`src/rtl/uart_pkg.sv`:
```
// Shared types and constants for the buffered UART receiver.
package uart_pkg;

  typedef enum logic [2:0] {
    IDLE,
    START,
    DATA,
    PARITY,
    STOP,
    WAIT_IDLE
  } uart_rx_state_t;

  localparam int OVERSAMPLE    = 16;
  localparam int MID_SAMPLE    = 8;
  localparam int TIMEOUT_BITS  = 32;
  localparam int TIMEOUT_TICKS = TIMEOUT_BITS * OVERSAMPLE;

endpackage

```
`src/rtl/uart_rx_core.sv`:
```
// Receive front end: synchroniser, 3-sample majority, 16x prescaler and frame FSM.
// Emits a one-cycle frame_valid on the edge where the stop bit is sampled.
module uart_rx_core
  import uart_pkg::*;
#(
  parameter int DATA_BITS = 8,
  parameter int DIV_W     = 12
) (
  input  logic                 clk,
  input  logic                 rst_n,
  input  logic                 rx,
  input  logic [DIV_W-1:0]     baud_divider,
  input  logic                 parity_en,
  input  logic                 parity_type_odd,
  output logic                 tick,
  output logic                 rx_idle,
  output logic                 frame_valid,
  output logic [DATA_BITS-1:0] frame_data,
  output logic                 frame_parity_err,
  output logic                 frame_frame_err
);

  logic                 sync1, sync2;
  logic [2:0]           samples;
  logic                 line;
  logic [DIV_W-1:0]     presc_cnt;
  uart_rx_state_t       state, state_next;
  logic [3:0]           tick_cnt;
  logic [3:0]           bit_cnt;
  logic [DATA_BITS-1:0] data_sr;
  logic                 par_en_q, par_odd_q, perr_q;
  logic                 sample;

  always_ff @(posedge clk or negedge rst_n) begin
    if (!rst_n) begin
      sync1   <= 1'b1;
      sync2   <= 1'b1;
      samples <= 3'b111;
    end else begin
      sync1   <= rx;
      sync2   <= sync1;
      samples <= {samples[1:0], sync2};
    end
  end

  assign line = (samples[0] & samples[1]) | (samples[0] & samples[2]) | (samples[1] & samples[2]);

  // Free-running prescaler; >= keeps it sane if the divider shrinks mid-count.
  assign tick = (presc_cnt >= baud_divider);

  always_ff @(posedge clk or negedge rst_n) begin
    if (!rst_n) presc_cnt <= '0;
    else        presc_cnt <= tick ? '0 : presc_cnt + DIV_W'(1);
  end

  always_ff @(posedge clk or negedge rst_n) begin
    if (!rst_n) state <= IDLE;
    else        state <= state_next;
  end

  always_comb begin
    sample      = 1'b0;
    state_next  = state;
    frame_valid = 1'b0;
    if (tick) begin
      if (state == START) sample = (tick_cnt == 4'(MID_SAMPLE));
      else                sample = (tick_cnt == 4'(OVERSAMPLE - 1));
    end
    case (state)
      IDLE:      if (!line) state_next = START;
      START:     if (sample) state_next = line ? IDLE : DATA;
      DATA:      if (sample && bit_cnt == 4'(DATA_BITS - 1)) state_next = par_en_q ? PARITY : STOP;
      PARITY:    if (sample) state_next = STOP;
      STOP: begin
        if (sample) begin
          frame_valid = 1'b1;
          state_next  = line ? IDLE : WAIT_IDLE;
        end
      end
      WAIT_IDLE: if (line) state_next = IDLE;
      default:   state_next = IDLE;
    endcase
  end

  // Bit timing restarts at the start-bit midpoint so every later bit lands mid-period.
  always_ff @(posedge clk or negedge rst_n) begin
    if (!rst_n) begin
      tick_cnt  <= '0;
      bit_cnt   <= '0;
      data_sr   <= '0;
      par_en_q  <= 1'b0;
      par_odd_q <= 1'b0;
      perr_q    <= 1'b0;
    end else begin
      if (tick) tick_cnt <= tick_cnt + 4'd1;
      case (state)
        IDLE: begin
          if (!line) begin
            tick_cnt  <= '0;
            bit_cnt   <= '0;
            perr_q    <= 1'b0;
            par_en_q  <= parity_en;
            par_odd_q <= parity_type_odd;
          end
        end
        START:  if (sample) tick_cnt <= '0;
        DATA: begin
          if (sample) begin
            data_sr <= {line, data_sr[DATA_BITS-1:1]};
            bit_cnt <= bit_cnt + 4'd1;
          end
        end
        PARITY: if (sample) perr_q <= ((^data_sr) ^ line) != par_odd_q;
        default: ;
      endcase
    end
  end

  assign rx_idle          = (state == IDLE);
  assign frame_data       = data_sr;
  assign frame_parity_err = perr_q;
  assign frame_frame_err  = ~line;

endmodule

```
`src/rtl/uart_rx_fifo.sv`:
```
// Buffered UART receiver: rx core feeding a first-word-fall-through FIFO with sticky overrun.
// Optional idle timeout flag is built only when UART_RX_FIFO_TIMEOUT_EN is defined.
module uart_rx_fifo
  import uart_pkg::*;
#(
  parameter int DATA_BITS  = 8,
  parameter int FIFO_DEPTH = 16,
  parameter int DIV_W      = 12
) (
  input  logic                            clk,
  input  logic                            rst_n,
  input  logic                            rx,
  output logic                            m_valid,
  input  logic                            m_ready,
  output logic [DATA_BITS-1:0]            m_data,
  output logic                            m_parity_err,
  output logic                            m_frame_err,
  output logic [$clog2(FIFO_DEPTH+1)-1:0] level,
  output logic                            buffer_empty,
  output logic                            buffer_full,
  output logic                            overrun,
  input  logic                            clear_errors,
  input  logic [DIV_W-1:0]                baud_divider,
  input  logic                            parity_en,
  input  logic                            parity_type_odd
`ifdef UART_RX_FIFO_TIMEOUT_EN
  ,
  output logic                            rx_timeout
`endif
);

  localparam int LW = $clog2(FIFO_DEPTH + 1);
  localparam int PW = $clog2(FIFO_DEPTH);
  localparam int EW = DATA_BITS + 2;

  logic                 tick, rx_idle, frame_valid, frame_parity_err, frame_frame_err;
  logic [DATA_BITS-1:0] frame_data;
  logic [EW-1:0]        mem [FIFO_DEPTH];
  logic [PW-1:0]        wr_ptr, rd_ptr, rd_ptr_next;
  logic [LW-1:0]        level_next;
  logic [EW-1:0]        push_word, head_next;
  logic                 do_push, do_pop;

  uart_rx_core #(
    .DATA_BITS (DATA_BITS),
    .DIV_W     (DIV_W)
  ) u_core (
    .clk              (clk),
    .rst_n            (rst_n),
    .rx               (rx),
    .baud_divider     (baud_divider),
    .parity_en        (parity_en),
    .parity_type_odd  (parity_type_odd),
    .tick             (tick),
    .rx_idle          (rx_idle),
    .frame_valid      (frame_valid),
    .frame_data       (frame_data),
    .frame_parity_err (frame_parity_err),
    .frame_frame_err  (frame_frame_err)
  );

  assign buffer_empty = (level == '0);
  assign buffer_full  = (level == LW'(FIFO_DEPTH));
  assign do_pop       = m_valid && m_ready;
  assign do_push      = frame_valid && (!buffer_full || do_pop);
  assign push_word    = {frame_parity_err, frame_frame_err, frame_data};

  // Head register is preloaded with whatever will sit at the read pointer after this edge.
  always_comb begin
    rd_ptr_next = do_pop ? rd_ptr + PW'(1) : rd_ptr;
    level_next  = level;
    if (do_push && !do_pop)      level_next = level + LW'(1);
    else if (!do_push && do_pop) level_next = level - LW'(1);
    head_next = (do_push && rd_ptr_next == wr_ptr) ? push_word : mem[rd_ptr_next];
  end

  always_ff @(posedge clk) begin
    if (do_push) mem[wr_ptr] <= push_word;
  end

  always_ff @(posedge clk or negedge rst_n) begin
    if (!rst_n) begin
      wr_ptr       <= '0;
      rd_ptr       <= '0;
      level        <= '0;
      m_valid      <= 1'b0;
      m_data       <= '0;
      m_parity_err <= 1'b0;
      m_frame_err  <= 1'b0;
      overrun      <= 1'b0;
    end else begin
      if (do_push) wr_ptr <= wr_ptr + PW'(1);
      rd_ptr  <= rd_ptr_next;
      level   <= level_next;
      m_valid <= (level_next != '0);
      if (level_next != '0) {m_parity_err, m_frame_err, m_data} <= head_next;
      if (frame_valid && !do_push) overrun <= 1'b1;
      else if (clear_errors)       overrun <= 1'b0;
    end
  end

`ifdef UART_RX_FIFO_TIMEOUT_EN
  localparam int TO_W = $clog2(TIMEOUT_TICKS + 1);
  logic [TO_W-1:0] to_cnt;

  // Counts idle ticks only while data is waiting; a start bit or an empty FIFO restarts it.
  always_ff @(posedge clk or negedge rst_n) begin
    if (!rst_n) begin
      to_cnt     <= '0;
      rx_timeout <= 1'b0;
    end else if (clear_errors || !rx_idle || level == '0) begin
      to_cnt     <= '0;
      rx_timeout <= 1'b0;
    end else if (tick && !rx_timeout) begin
      if (to_cnt == TO_W'(TIMEOUT_TICKS - 1)) rx_timeout <= 1'b1;
      to_cnt <= to_cnt + TO_W'(1);
    end
  end
`else
  logic unused_timeout_inputs;
  assign unused_timeout_inputs = ^{tick, rx_idle};
`endif

endmodule

```
`config.mk`:
```
export PLATFORM = sky130hd
export DESIGN_NAME = uart_rx_fifo
export DESIGN_NICKNAME = d
export VERILOG_FILES = /design/src/rtl/uart_pkg.sv /design/src/rtl/uart_rx_core.sv /design/src/rtl/uart_rx_fifo.sv
export SDC_FILE = /design/constraint.sdc
export NUM_CORES = 1
export LEC_CHECK = 0
export CAP_MARGIN = 20
export CELL_PAD_IN_SITES_DETAIL_PLACEMENT = 1
export CELL_PAD_IN_SITES_GLOBAL_PLACEMENT = 1
export CORE_MARGIN = 5
export CORE_UTILIZATION = 50
export DETAILED_ROUTE_END_ITERATION = 12
export PLACE_DENSITY = 0.88
export RECOVER_POWER = 25
export REMOVE_ABC_BUFFERS = 1
export SLEW_MARGIN = 25
export SYNTH_ARGS = -nofsm -noshare
export SYNTH_HDL_FRONTEND = slang
export SYNTH_HIERARCHICAL = 1
export SYNTH_SLANG_ARGS = --single-unit
```
`constraint.sdc`:
```
create_clock -name clk -period 6.7 [get_ports clk]
set_input_delay 1.34 -clock clk [delete_from_list [all_inputs] [get_ports clk]]
set_output_delay 1.34 -clock clk [all_outputs]
set_load 0.05 [all_outputs]
```
==> results of run 1 <==
[cells by family after synthesis]
group	count (synthesis)	synth area share, %
multiplexers	13	1.52
adder cells (fa/ha/maj)	23	2.60
flip-flops	224	58.5
XOR/XNOR	32	2.68
buffers and inverters	94	4.49
AO/OA/AOI/OAI	206	14.9
AND/OR/NAND/NOR	299	15.3
[registers in the layout, summed over array words and instances (netlist names)]
register / cells
level: 5
m_data: 8
m_frame_err: 1
m_parity_err: 1
m_valid: 1
mem: 160
overrun: 1
rd_ptr: 4
u_core/bit_cnt: 4
u_core/frame_data: 8
u_core/frame_parity_err: 1
u_core/par_en_q: 1
u_core/par_odd_q: 1
u_core/presc_cnt: 12
u_core/samples: 3
u_core/state: 3
u_core/sync1: 1
u_core/sync2: 1
u_core/tick_cnt: 4
wr_ptr: 4
[area by class of cell]
cell class / count / area [um2] / area share [%]
tap: 280 / 350 / 2.87
inverter: 29 / 114 / 0.931
sequential: 224 / 6410 / 52.5
multi-input combinational: 573 / 4080 / 33.3
clock buffer: 35 / 692 / 5.66
timing repair buffer: 54 / 493 / 4.03
clock inverter: 9 / 88.8 / 0.726
[per-stage QoR]
step           hold WS, ns  utilization [%]  instances
3_3_place_gp         0.352             52.7       1159
5_1_grt              0.366             56.4       1204
2_1_floorplan        0.345                -        826
4_1_cts              0.364             56.3       1203
6_report             0.364             56.4       1204
3_5_place_dp         0.352             52.7       1159
[cell usage in the layout, fill, tap and decap left out, types with 7 or more instances in the layout]
master,instances
nand4_1,25
a221oi_1,14
a2111oi_0,20
nor3_1,11
inv_1,26
nand3_1,31
buf_4,16
o31ai_1,10
nor4b_1,19
clkbuf_16,24
nand2_1,58
a21oi_1,12
and3_1,46
o21ai_1,7
mux2_1,7
a22o_1,9
dfrtp_1,58
nor2_1,42
xnor2_1,18
ha_1,22
nor4_1,12
a311oi_1,19
clkdlybuf4s50_1,35
xor2_1,13
edfxtp_1,160
nand2b_1,22
a31oi_1,10
o21ai_0,21
a22oi_1,20
o32ai_1,20
[layer usage]
| metal | up-vias | GRT usage [%] |
|---|---|---|
| li1 | 3526 | - |
| met1 | 4293 | 33.9 |
| met2 | 402 | 49.0 |
| met3 | 114 | 4.51 |
| met4 | 2 | 12.8 |
| met5 | - | 0 |
[power breakdown]
part	internal [uW]	total, uW	switching, uW
combinational	157	486	330
sequential	1520	1590	70.9
clock	759	1330	568
total	2440	3400	968
[final timing paths]
path / from / to / slack, ns
max in group asynchronous: rst_n / rd_ptr[3] / 5.08
min: u_core/sync1 / u_core/sync2 / 0.36
min in group asynchronous: rst_n / u_core/presc_cnt[2] / 1.00
max reg2reg: u_core/presc_cnt[9] / m_data[3] / 2.55
max: baud_divider[11] / m_data[3] / 1.66
min reg2reg: u_core/sync1 / u_core/sync2 / 0.36
==> out/results.txt, run 1 <==
Status: complete, no violations
Fraction of registers with async set/reset: 28.6%
Initial antenna violation count: 1
Data required, critical path: 7.08 ns
Metal-1 WL: 12.8 mm
Worst-path cell chain: clkdlybuf4s50_1, inv_1, ha_1, nand4_1, nor3_1, o31a_1, nor2_1, buf_4, nor3_1, a21boi_2, a32oi_1, xnor2_1, or3_4, nor2_2, o31ai_1
PortBufs: 37
Maximum VDD drop: 0.000238 V
Share of the synthesized area in the top cell type: 43.8%
Post-placement cell area: 0.0114 mm2
DP HPWL: 20.8 mm
Post-route clock period utilization: 75.2%
CP Capture Type: flip-flop
Rel. slew slack: 27.5%
Min Tclk post-route: 5.04 ns
Die W: 158 um
Cell variety after synth: 83
Design area: 0.0122 mm2
FP Rows: 54
Core area: 0.0217 mm2
RSZ-0062 raised after global routing: false
Setup CP Type: in2reg
Buffer count from post-CTS setup fixing: 0
DR WL/cell: 28.6 um
Hold depth: 0
Met3 WL: 2.31 mm
Pwr per Cell Area: 278 mW/mm2
Synth Flop Type: edfxtp_1
Netlist Area Pre-Place: 0.0110 mm2
Area Growth Syn to Fin: 11.6%
Fin nets: 947
FF+latch count, synth: 224
Via count: 8337
Clock Latency Late Sink: 0.54 ns
Synth top area cells: edfxtp_1, dfrtp_1, and3_1, ha_1, nand2_1
Clock skew: 0.0277 ns
Fin. max-slew vios: 0
Vias in the first global route: 8856
CP arrival: 5.42 ns
Syn Inst Count: 891
H-tree depth: 1
TritonCTS clock tree: done
Largest area contributor in the netlist: edfxtp_1
Post-synthesis sequential area ratio: 58.5%
CP startpoint kind: input port
RePlAce Congestion: 0.924
Root buf cell: clkbuf_16
Post-route setup slack: 1.66 ns
Top Layer Used: met5
Post-CTS Hold Fix Bufs: 0
Largest net degree at the start of global routing: 78
Max Clock Freq: 198 MHz
PostCTS Resize Cnt: 0
First-pass GRT wire length: 53.2 mm
Leakage: 0.00481 uW
Hold WC Path Type: reg2reg
Die H: 158 um
Synth warn: 6
1st-pass router iterations: 5
Pre-CTS setup slack: 1.28 ns
Post-route antenna net violation count: 0
# Max-Cap Violations: 0
Final Setup Violations: 0
Hold Violations, Final: 0
Worst Path Max Fanout: 11
CP bufs+invs: 3
Mean cell area of the mapped netlist: 12.3 um2
Slowest cell on crit path: nor3_1
Critical path's largest stage delay: 0.54 ns
Inserted Diodes: 0
Total Power: 3400 uW
1st-iter DRT viols: 1068
FF-to-FF path depth: 13
Setup TNS: 0 ns
GRT overflow: 0
Most used cell, CP: nor3_1
Met2 WL: 17.6 mm
Top-count cell post-synth: edfxtp_1
Clock slew at reported path FFs: 0.06 ns
GR Util All Layers: 27.9%
Residual DRC count: 0
Via density: 6.92
TritonCTS Buffers: 24
Stages on worst setup path: 15
WL final: 34.5 mm
Share of cells above drive strength 1: 9.85%
CTS Sinks: 224
Post-synth EDFFs: 160
Filler Cell Count: 2170
Worst Tran Pin Value: 1.08 ns
Clock Path Buffers: 3
Post-synth top cells: edfxtp_1, dfrtp_1, nand2_1, and3_1, nor2_1
IO Pins: 38
Crit path max-delay family: simple AND/OR/NAND/NOR gates
Die area: 0.0250 mm2
Initial Util: 50.5%
No activity file was read; power rests on OpenSTA's default activity.
==> inputs of run 2 (changes only) <==
Clock period 6.7 ns to 4.8 ns, I/O delays scaled along.
==> run 2 against run 1 <==
Against the previous run:
- the run now ends with capacitance limit, slew limit left
- flip-flop and latch count stayed put
- sequential power is 40% higher
- final cell count is 2.9% higher
- setup slack worse by 1.3 ns
- total power is 42% higher
- die area stayed put
- highest routed layer is now met4
==> out/results.txt, run 2 (synthesis gave the netlist of run 1 again) <==
Status: finished, violations left (was complete, no violations)
Failing checks: capacitance limit, slew limit
Die H: 158 um (unchanged)
Clock Latency Late Sink: 0.54 ns (about the same)
1st-iter DRT viols: 802 (was 1068)
Die W: 158 um (unchanged)
RePlAce Congestion: 0.854 (was 0.924)
Biggest regs: mem (160), u_core/presc_cnt (12) (unchanged)
CP arrival: 4.86 ns (was 5.42 ns)
Filler Cell Count: 2151 (was 2170)
Buffer count from post-CTS setup fixing: 0 (unchanged)
CP Capture Type: flip-flop (unchanged)
TritonCTS clock tree: done (unchanged)
Design area: 0.0125 mm2 (was 0.0122 mm2)
GR Util All Layers: 28.2% (was 27.9%)
WL final: 34.9 mm (was 34.5 mm)
TritonCTS Buffers: 25 (was 24)
Max Clock Freq: 223 MHz
Largest net degree at the start of global routing: 50 (was 78)
DP HPWL: 21.3 mm (was 20.8 mm)
Post-placement cell area: 0.0117 mm2 (was 0.0114 mm2)
Clock skew: 0.0318 ns (was 0.0277 ns)
H-tree depth: 1 (unchanged)
Leakage: 0.00492 uW (was 0.00481 uW)
Fin. max-slew vios: 38 (was 0)
GRT overflow: 0 (unchanged)
Maximum VDD drop: 0.000305 V (was 0.000238 V)
Pwr per Cell Area: 388 mW/mm2 (was 278 mW/mm2)
Inserted Diodes: 0 (unchanged)
Min Tclk post-route: 4.48 ns
Area of the multi-input gates: 0.00407 mm2 (was 0.00408 mm2)
Post-CTS Hold Fix Bufs: 0 (unchanged)
Vias in the first global route: 9179 (was 8856)
Most frequent cells in the layout: edfxtp_1, nand2_1, dfrtp_1 (unchanged)
Area Growth Syn to Fin: 14.0% (was 11.6%)
Reg area: 0.00641 mm2 (unchanged)
CTS Sinks: 224 (unchanged)
PostCTS Resize Cnt: 0 (unchanged)
Critical path's largest stage delay: 0.48 ns (was 0.54 ns)
1st-pass router iterations: 5 (unchanged)
Root buf cell: clkbuf_16 (unchanged)
Worst-path cell chain: clkdlybuf4s50_1, inv_1, ha_1, nand4_1, nor3_1, a2111o_1, nor2_1, nor3_1, buf_4, a21boi_2, a22oi_1, xnor2_1, or3_4, nor2_2, o31ai_1 (was clkdlybuf4s50_1, inv_1, ha_1, nand4_1, nor3_1, o31a_1, nor2_1, buf_4, nor3_1, a21boi_2, a32oi_1, xnor2_1, or3_4, nor2_2, o31ai_1)
Stages on worst setup path: 15 (unchanged)
Residual DRC count: 0 (unchanged)
Total Power: 4840 uW (was 3400 uW)
Clock Path Buffers: 3 (unchanged)
IO Pins: 38 (unchanged)
# Max-Cap Violations: 1 (was 0)
Setup TNS: 0 ns (unchanged)
CP bufs+invs: 3 (unchanged)
Die area: 0.0250 mm2 (unchanged)
Most common cell after layout, fill and taps aside: edfxtp_1 (unchanged)
Worst Tran Pin Value: 2.09 ns (was 1.08 ns)
PortBufs: 37 (unchanged)
Final Setup Violations: 0 (unchanged)
Largest register FFs: 160 (unchanged)
Pre-CTS setup slack: -0.0196 ns (was 1.28 ns)
Post-route clock period utilization: 93.3%
First-pass GRT wire length: 54.2 mm (was 53.2 mm)
Initial antenna violation count: 0 (was 1)
FF-to-FF path depth: 13 (unchanged)
RSZ-0062 raised after global routing: false (unchanged)
Crit path max-delay family: simple AND/OR/NAND/NOR gates (unchanged)
FP Rows: 54 (unchanged)
CP startpoint kind: input port (unchanged)
Hold depth: 0 (unchanged)
Hold Violations, Final: 0 (unchanged)
Hold Slack: 0.357 ns (was 0.364 ns)
Post-route setup slack: 0.320 ns (was 1.66 ns)
Setup CP Type: in2reg (unchanged)
Initial Util: 50.5% (unchanged)
Core area: 0.0217 mm2 (unchanged)
Via count: 8586 (was 8337)
Via density: 6.93 (was 6.92)
Most used cell, CP: nor3_1 (unchanged)
Hold WC Path Type: reg2reg (unchanged)
DR WL/cell: 28.2 um (was 28.6 um)
Slowest cell on crit path: nor2_2 (was nor3_1)
Most flops, register: mem (unchanged)
Share of cells above drive strength 1: 12.6% (was 9.85%)
Data required, critical path: 5.18 ns (was 7.08 ns)
Clock slew at reported path FFs: 0.06 ns (about the same)
Fin nets: 982 (was 947)
Worst Path Max Fanout: 10 (was 11)
Rel. slew slack: -39.3% (was 27.5%)
Post-route antenna net violation count: 0 (unchanged)
-- run 2: worst paths after layout --
check	startpoint	end	slack (ns)
max	baud_divider[11]	m_data[6]	0.32
max in group asynchronous	rst_n	rd_ptr[3]	2.40
min in group asynchronous	rst_n	u_core/presc_cnt[10]	1.03
min reg2reg	u_core/sync1	u_core/sync2	0.36
max reg2reg	u_core/presc_cnt[11]	m_data[6]	0.83
min	u_core/sync1	u_core/sync2	0.36
-- run 2: final cells by class --
cell class	count	area share, %
sequential	224	51.3
inverter	29	0.911
clock buffer	36	5.67
timing repair buffer	88	6.08
clock inverter	9	0.691
tap	280	2.80
multi-input combinational	573	32.5
-- run 2: worst register-to-register path, stage by stage, from the launching register on --
cell and delay (ns):
dfrtp_1 0.40, ha_1 0.35, nand4_1 0.21, nor3_1 0.38, a2111o_1 0.21, nor2_1 0.08
nor3_1 0.20, buf_4 0.16, a21boi_2 0.29, a22oi_1 0.18, xnor2_1 0.22, or3_4 0.41
nor2_2 0.48, o31ai_1 0.22
-- run 2: power breakdown --
group | internal [uW] | switching, uW
sequential | 2120 | 101
clock | 1080 | 793
combinational | 250 | 494
-- run 2: layer usage --
metal,GRT usage [%],up-vias,routed length [um]
met4,14.7,0,2150
met5,0,-,0
met3,5.14,166,2960
met2,48.2,518,17200
met1,34.3,4302,12600
li1,-,3600,-
-- run 2: through the flow --
| stage | util [%] | std cells |
|---|---|---|
| finish | 57.6 | 1239 |
| global placement | 54.0 | 1194 |
| detailed placement | 54.0 | 1194 |
| floorplan | - | 826 |
| global route | 57.6 | 1239 |
| CTS | 57.6 | 1239 |
==> variant 1, RTL diff (settings of run 1) <==
Add a define of `UART_RX_FIFO_TIMEOUT_EN`.
--- a/src/rtl/uart_rx_fifo.sv
+++ b/src/rtl/uart_rx_fifo.sv
@@ -1,4 +1,6 @@
 // Buffered UART receiver: rx core feeding a first-word-fall-through FIFO with sticky overrun.
 // Optional idle timeout flag is built only when UART_RX_FIFO_TIMEOUT_EN is defined.
+`define UART_RX_FIFO_TIMEOUT_EN
+
 module uart_rx_fifo
   import uart_pkg::*;
Check against the original RTL (old outputs only; new: rx_timeout): equivalent (equiv_simple and equiv_induct, registers matched by name and starting in step).
==> variant 1 against run 1 <==
  * Final area rose by 12%
  * Sequential cell count rose by 11
  * Setup slack worse by 0.49 ns
  * Global-route usage fell by 0.26 points
  * Final cell count up 20%
  * Synthesized area is 9.5% higher
  * Routed wire length up 8.1%
  * Critical endpoint is now m_data[0]
  * Highest routed layer is now met4
Power is not compared: it rests on default switching activity, and its combinational part moved more than twofold at a synthesized area within 25%.
==> variant 1: results <==
synthesis:
  async_flop_share_pct: 31.9
  netlist_top_cells_area: "edfxtp_1 (40%), dfrtp_1 (15%), o31ai_1 (3.8%)"
  synth_fa_ha_area_share_pct: 2.48
  yosys.cell_types.count: 71
  synth_compound_gate_area_share_pct: 17.7
  syn_area_per_cell_um2: 10.9
  muxShareOfSynthArea_pct: 0.824
  synth_xor_area_share_pct: 3.23
  yosysSeqAreaShare_pct: 55.7
  synthTopCellsByCount: "edfxtp_1 (160), nor2_1 (84), nor3_1 (72), dfrtp_1 (70), clkbuf_1 (69)"
placed_design:
  place_congestion: 0.797
  preCtsSetupSlack_ns: 0.709
  placed_area_um2: 12700
  dp_hpwl_um: 21600
  port_buffers: 38
global_routing:
  first_global_vias: 10400
  grt_pass1_wl_um: 58600
  grt_antenna_before_repair: 0
  grt_max_degree: 85
  grt.total_usage_pct: 27.7
setup_path:
  critical-path-max-stage-delay_ns: 0.78
  reg2reg_to: "m_data[0]"
  rr_startpoint: "u_core/presc_cnt[9]"
  cp-endpoint: "m_data[0]"
  crit_slowest_cell: "or4_1"
  reg2reg_slack_ns: 2.03
  cp.arrival_ns: 5.97
clocking:
  numCtsBuffers: 26
  htree_levels: 1
routing:
  wirelength_um: 37300
  dr_total_vias: 9590
  dr.first_iter.drc_count: 962
  dr.pass1.iters: 6
layout:
  nets: 1149
  nFillCells: 2492
  reg_top3: "mem (160), u_core/presc_cnt (12), to_cnt (10)"
  drive_gt1_share_pct: 9.14
  fin_util_pct: 58.0
run_status:
  outcome: "completed"
timing:
  setup_ws_ns: 1.17
  finClkSkew_ns: 0.0138
  slew_headroom_pct: 33.7
worst_hold_path:
  hold_path_class: "reg -> reg"
## variant 1: worst min-delay path by stage
| stage | slack, ns | to | cells after the start |
|---|---|---|---|
| global placement | 0.35 | u_core/samples[0] | 0 |
| CTS | 0.36 | u_core/samples[0] | 0 |
| detailed placement | 0.35 | u_core/samples[0] | 0 |
| floorplan | 0.35 | u_core/samples[0] | 0 |
| global route | 0.37 | u_core/sync2 | 0 |
| finish | 0.36 | u_core/sync2 | 0 |
## variant 1: layout make-up
type / count / area share [%]
Multi-Input combinational cell: 718 / 34.8
Tap cell: 319 / 2.92
Clock buffer: 33 / 5.56
Sequential cell: 235 / 49.0
Clock inverter: 15 / 1.65
Timing Repair Buffer: 69 / 4.50
Inverter: 57 / 1.58
## variant 1: metal layers
metal / track usage (%) / vias to the layer above / part of all wire, %
met2: 46.8 / 478 / 49
met1: 35.1 / 4808 / 39
met5: 0 / - / 0
li1: - / 4186 / -
met4: 11.3 / 0 / 4.4
met3: 5.29 / 118 / 8.3
==> variant 2, RTL diff (flow settings as in run 1) <==
Without the edit above. Encoding of `uart_rx_state_t`: now one-hot (6 bits for 6 states).
--- a/src/rtl/uart_pkg.sv
+++ b/src/rtl/uart_pkg.sv
@@ -2,11 +2,11 @@
 package uart_pkg;
 
-  typedef enum logic [2:0] {
-    IDLE,
-    START,
-    DATA,
-    PARITY,
-    STOP,
-    WAIT_IDLE
+  typedef enum logic [5:0] {
+    IDLE      = 6'b000001,
+    START     = 6'b000010,
+    DATA      = 6'b000100,
+    PARITY    = 6'b001000,
+    STOP      = 6'b010000,
+    WAIT_IDLE = 6'b100000
   } uart_rx_state_t;
 
Formal check against the unedited RTL: no difference found for any inputs over 10 cycles, from zero or initial values and one cycle with rst_n low; not proved beyond that.
==> variant 2 against run 1 <==
  * Synthesized cell count increased by 0.11%
  * Worst hold slack worse by 0.0086 ns
  * Setup slack worse by 0.086 ns
  * First-iteration DRC count is 32% lower
  * Critical path depth fell by 2
  * Synthesized area grew 1.4%
  * Global-route usage down 2.2 points
  * Non-clock buffer count is 2 lower
  * Final area increased by 1.7%
  * Sequential cell count is 3 higher
  * Routed wire length is 2.4% lower
  * Final cell count grew 0.17%
  * Critical path type unchanged
  * Highest routed layer unchanged
Power is not compared: it rests on default switching activity, and its combinational part moved more than twofold at a synthesized area within 25%.
==> variant 2: results <==
synthesis:
  yosysSeqAreaShare_pct: 58.4
  yosys.cell_types.count: 87
  synthTopCellsByCount: "edfxtp_1 (160), dfrtp_1 (61), nand2_1 (50), nor2_1 (49), and3_1 (48)"
  netlist_top_cells_area: "edfxtp_1 (43%), dfrtp_1 (14%), and3_1 (2.7%)"
  synth_fa_ha_area_share_pct: 2.57
setup_path:
  cp_max_fo: 10
  reg2reg_to: "m_data[6]"
  rr_startpoint: "u_core/presc_cnt[11]"
  reg2reg_slack_ns: 2.51
  reg2regPathDepth: 11
layout:
  nFillCells: 2208
  drive_gt1_share_pct: 13.2
  final_cells: 1206
clocking:
  numCtsBuffers: 25
routing:
  viasPerCell: 6.81
  wirelength_um: 33700
  dr.first_iter.drc_count: 730
timing:
  finClkSkew_ns: 0.0288
  worst_pin_slew_ns: 1.06
global_routing:
  groute.layer.met3.usage_pct: 4.32
  first_global_vias: 8712
  gr-usage-met1_pct: 31.7
  grt_pass1_wl_um: 51900
placed_design:
  dp_hpwl_um: 21000
worst_hold_path:
  holdPathEnd: "u_core/samples[0]"
  min-delay-start: "u_core/sync2"
run_status:
  outcome: "completed"
## variant 2: final cells by class
cell class	instances	area (um^2)	area share, %
sequential	227	6490	52.2
multi-input combinational	572	4160	33.5
clock buffer	34	741	5.96
timing repair buffer	52	478	3.84
tap	280	350	2.82
inverter	29	111	0.896
clock inverter	12	97.6	0.785
## variant 2: power breakdown
group | internal (mW) | switching [mW] | total, mW
registers | 1.52 | 0.0352 | 1.56
clock network | 0.815 | 0.573 | 1.39
logic | 0.0661 | 0.0905 | 0.157
## variant 2: worst max-delay path by stage
stage	start	endpoint	slack, ns	depth (start not counted)
2_1_floorplan	m_ready	m_data[4]	2.08	6
3_3_place_gp	baud_divider[11]	m_data[0]	1.11	13
3_5_place_dp	baud_divider[11]	m_data[1]	0.80	13
4_1_cts	baud_divider[11]	m_data[6]	1.31	13
5_1_grt	baud_divider[11]	m_frame_err	1.36	13
6_report	baud_divider[11]	m_data[6]	1.57	13
## variant 2: critical path, cell delays in order
cell and delay, ns:
clkdlybuf4s50_1 0.46, inv_1 0.05, ha_1 0.33, nand2_1 0.07, o21ai_0 0.45, and2b_2 0.34
nor4_2 0.64, a21boi_2 0.40, a32oi_1 0.18, xnor2_1 0.22, or3_4 0.44, nor2_2 0.38
o31ai_1 0.19
## variant 2: routing by layer
layer / part of all wire [%] / vias up
met2: 50 / 393
met3: 6.6 / 114
met5: 0.048 / -
met1: 38 / 4188
li1: - / 3520
met4: 5.0 / 2
## variant 2: through the flow
stage | area, um^2 | hold WS, ns | setup slack (ns)
after floorplan | 10700 | 0.345 | 2.08
after global placement | 11600 | 0.347 | 1.11
after detailed placement | 11600 | 0.348 | 0.798
after CTS | 12400 | 0.356 | 1.31
after global routing | 12400 | 0.362 | 1.36
final | 12400 | 0.355 | 1.57
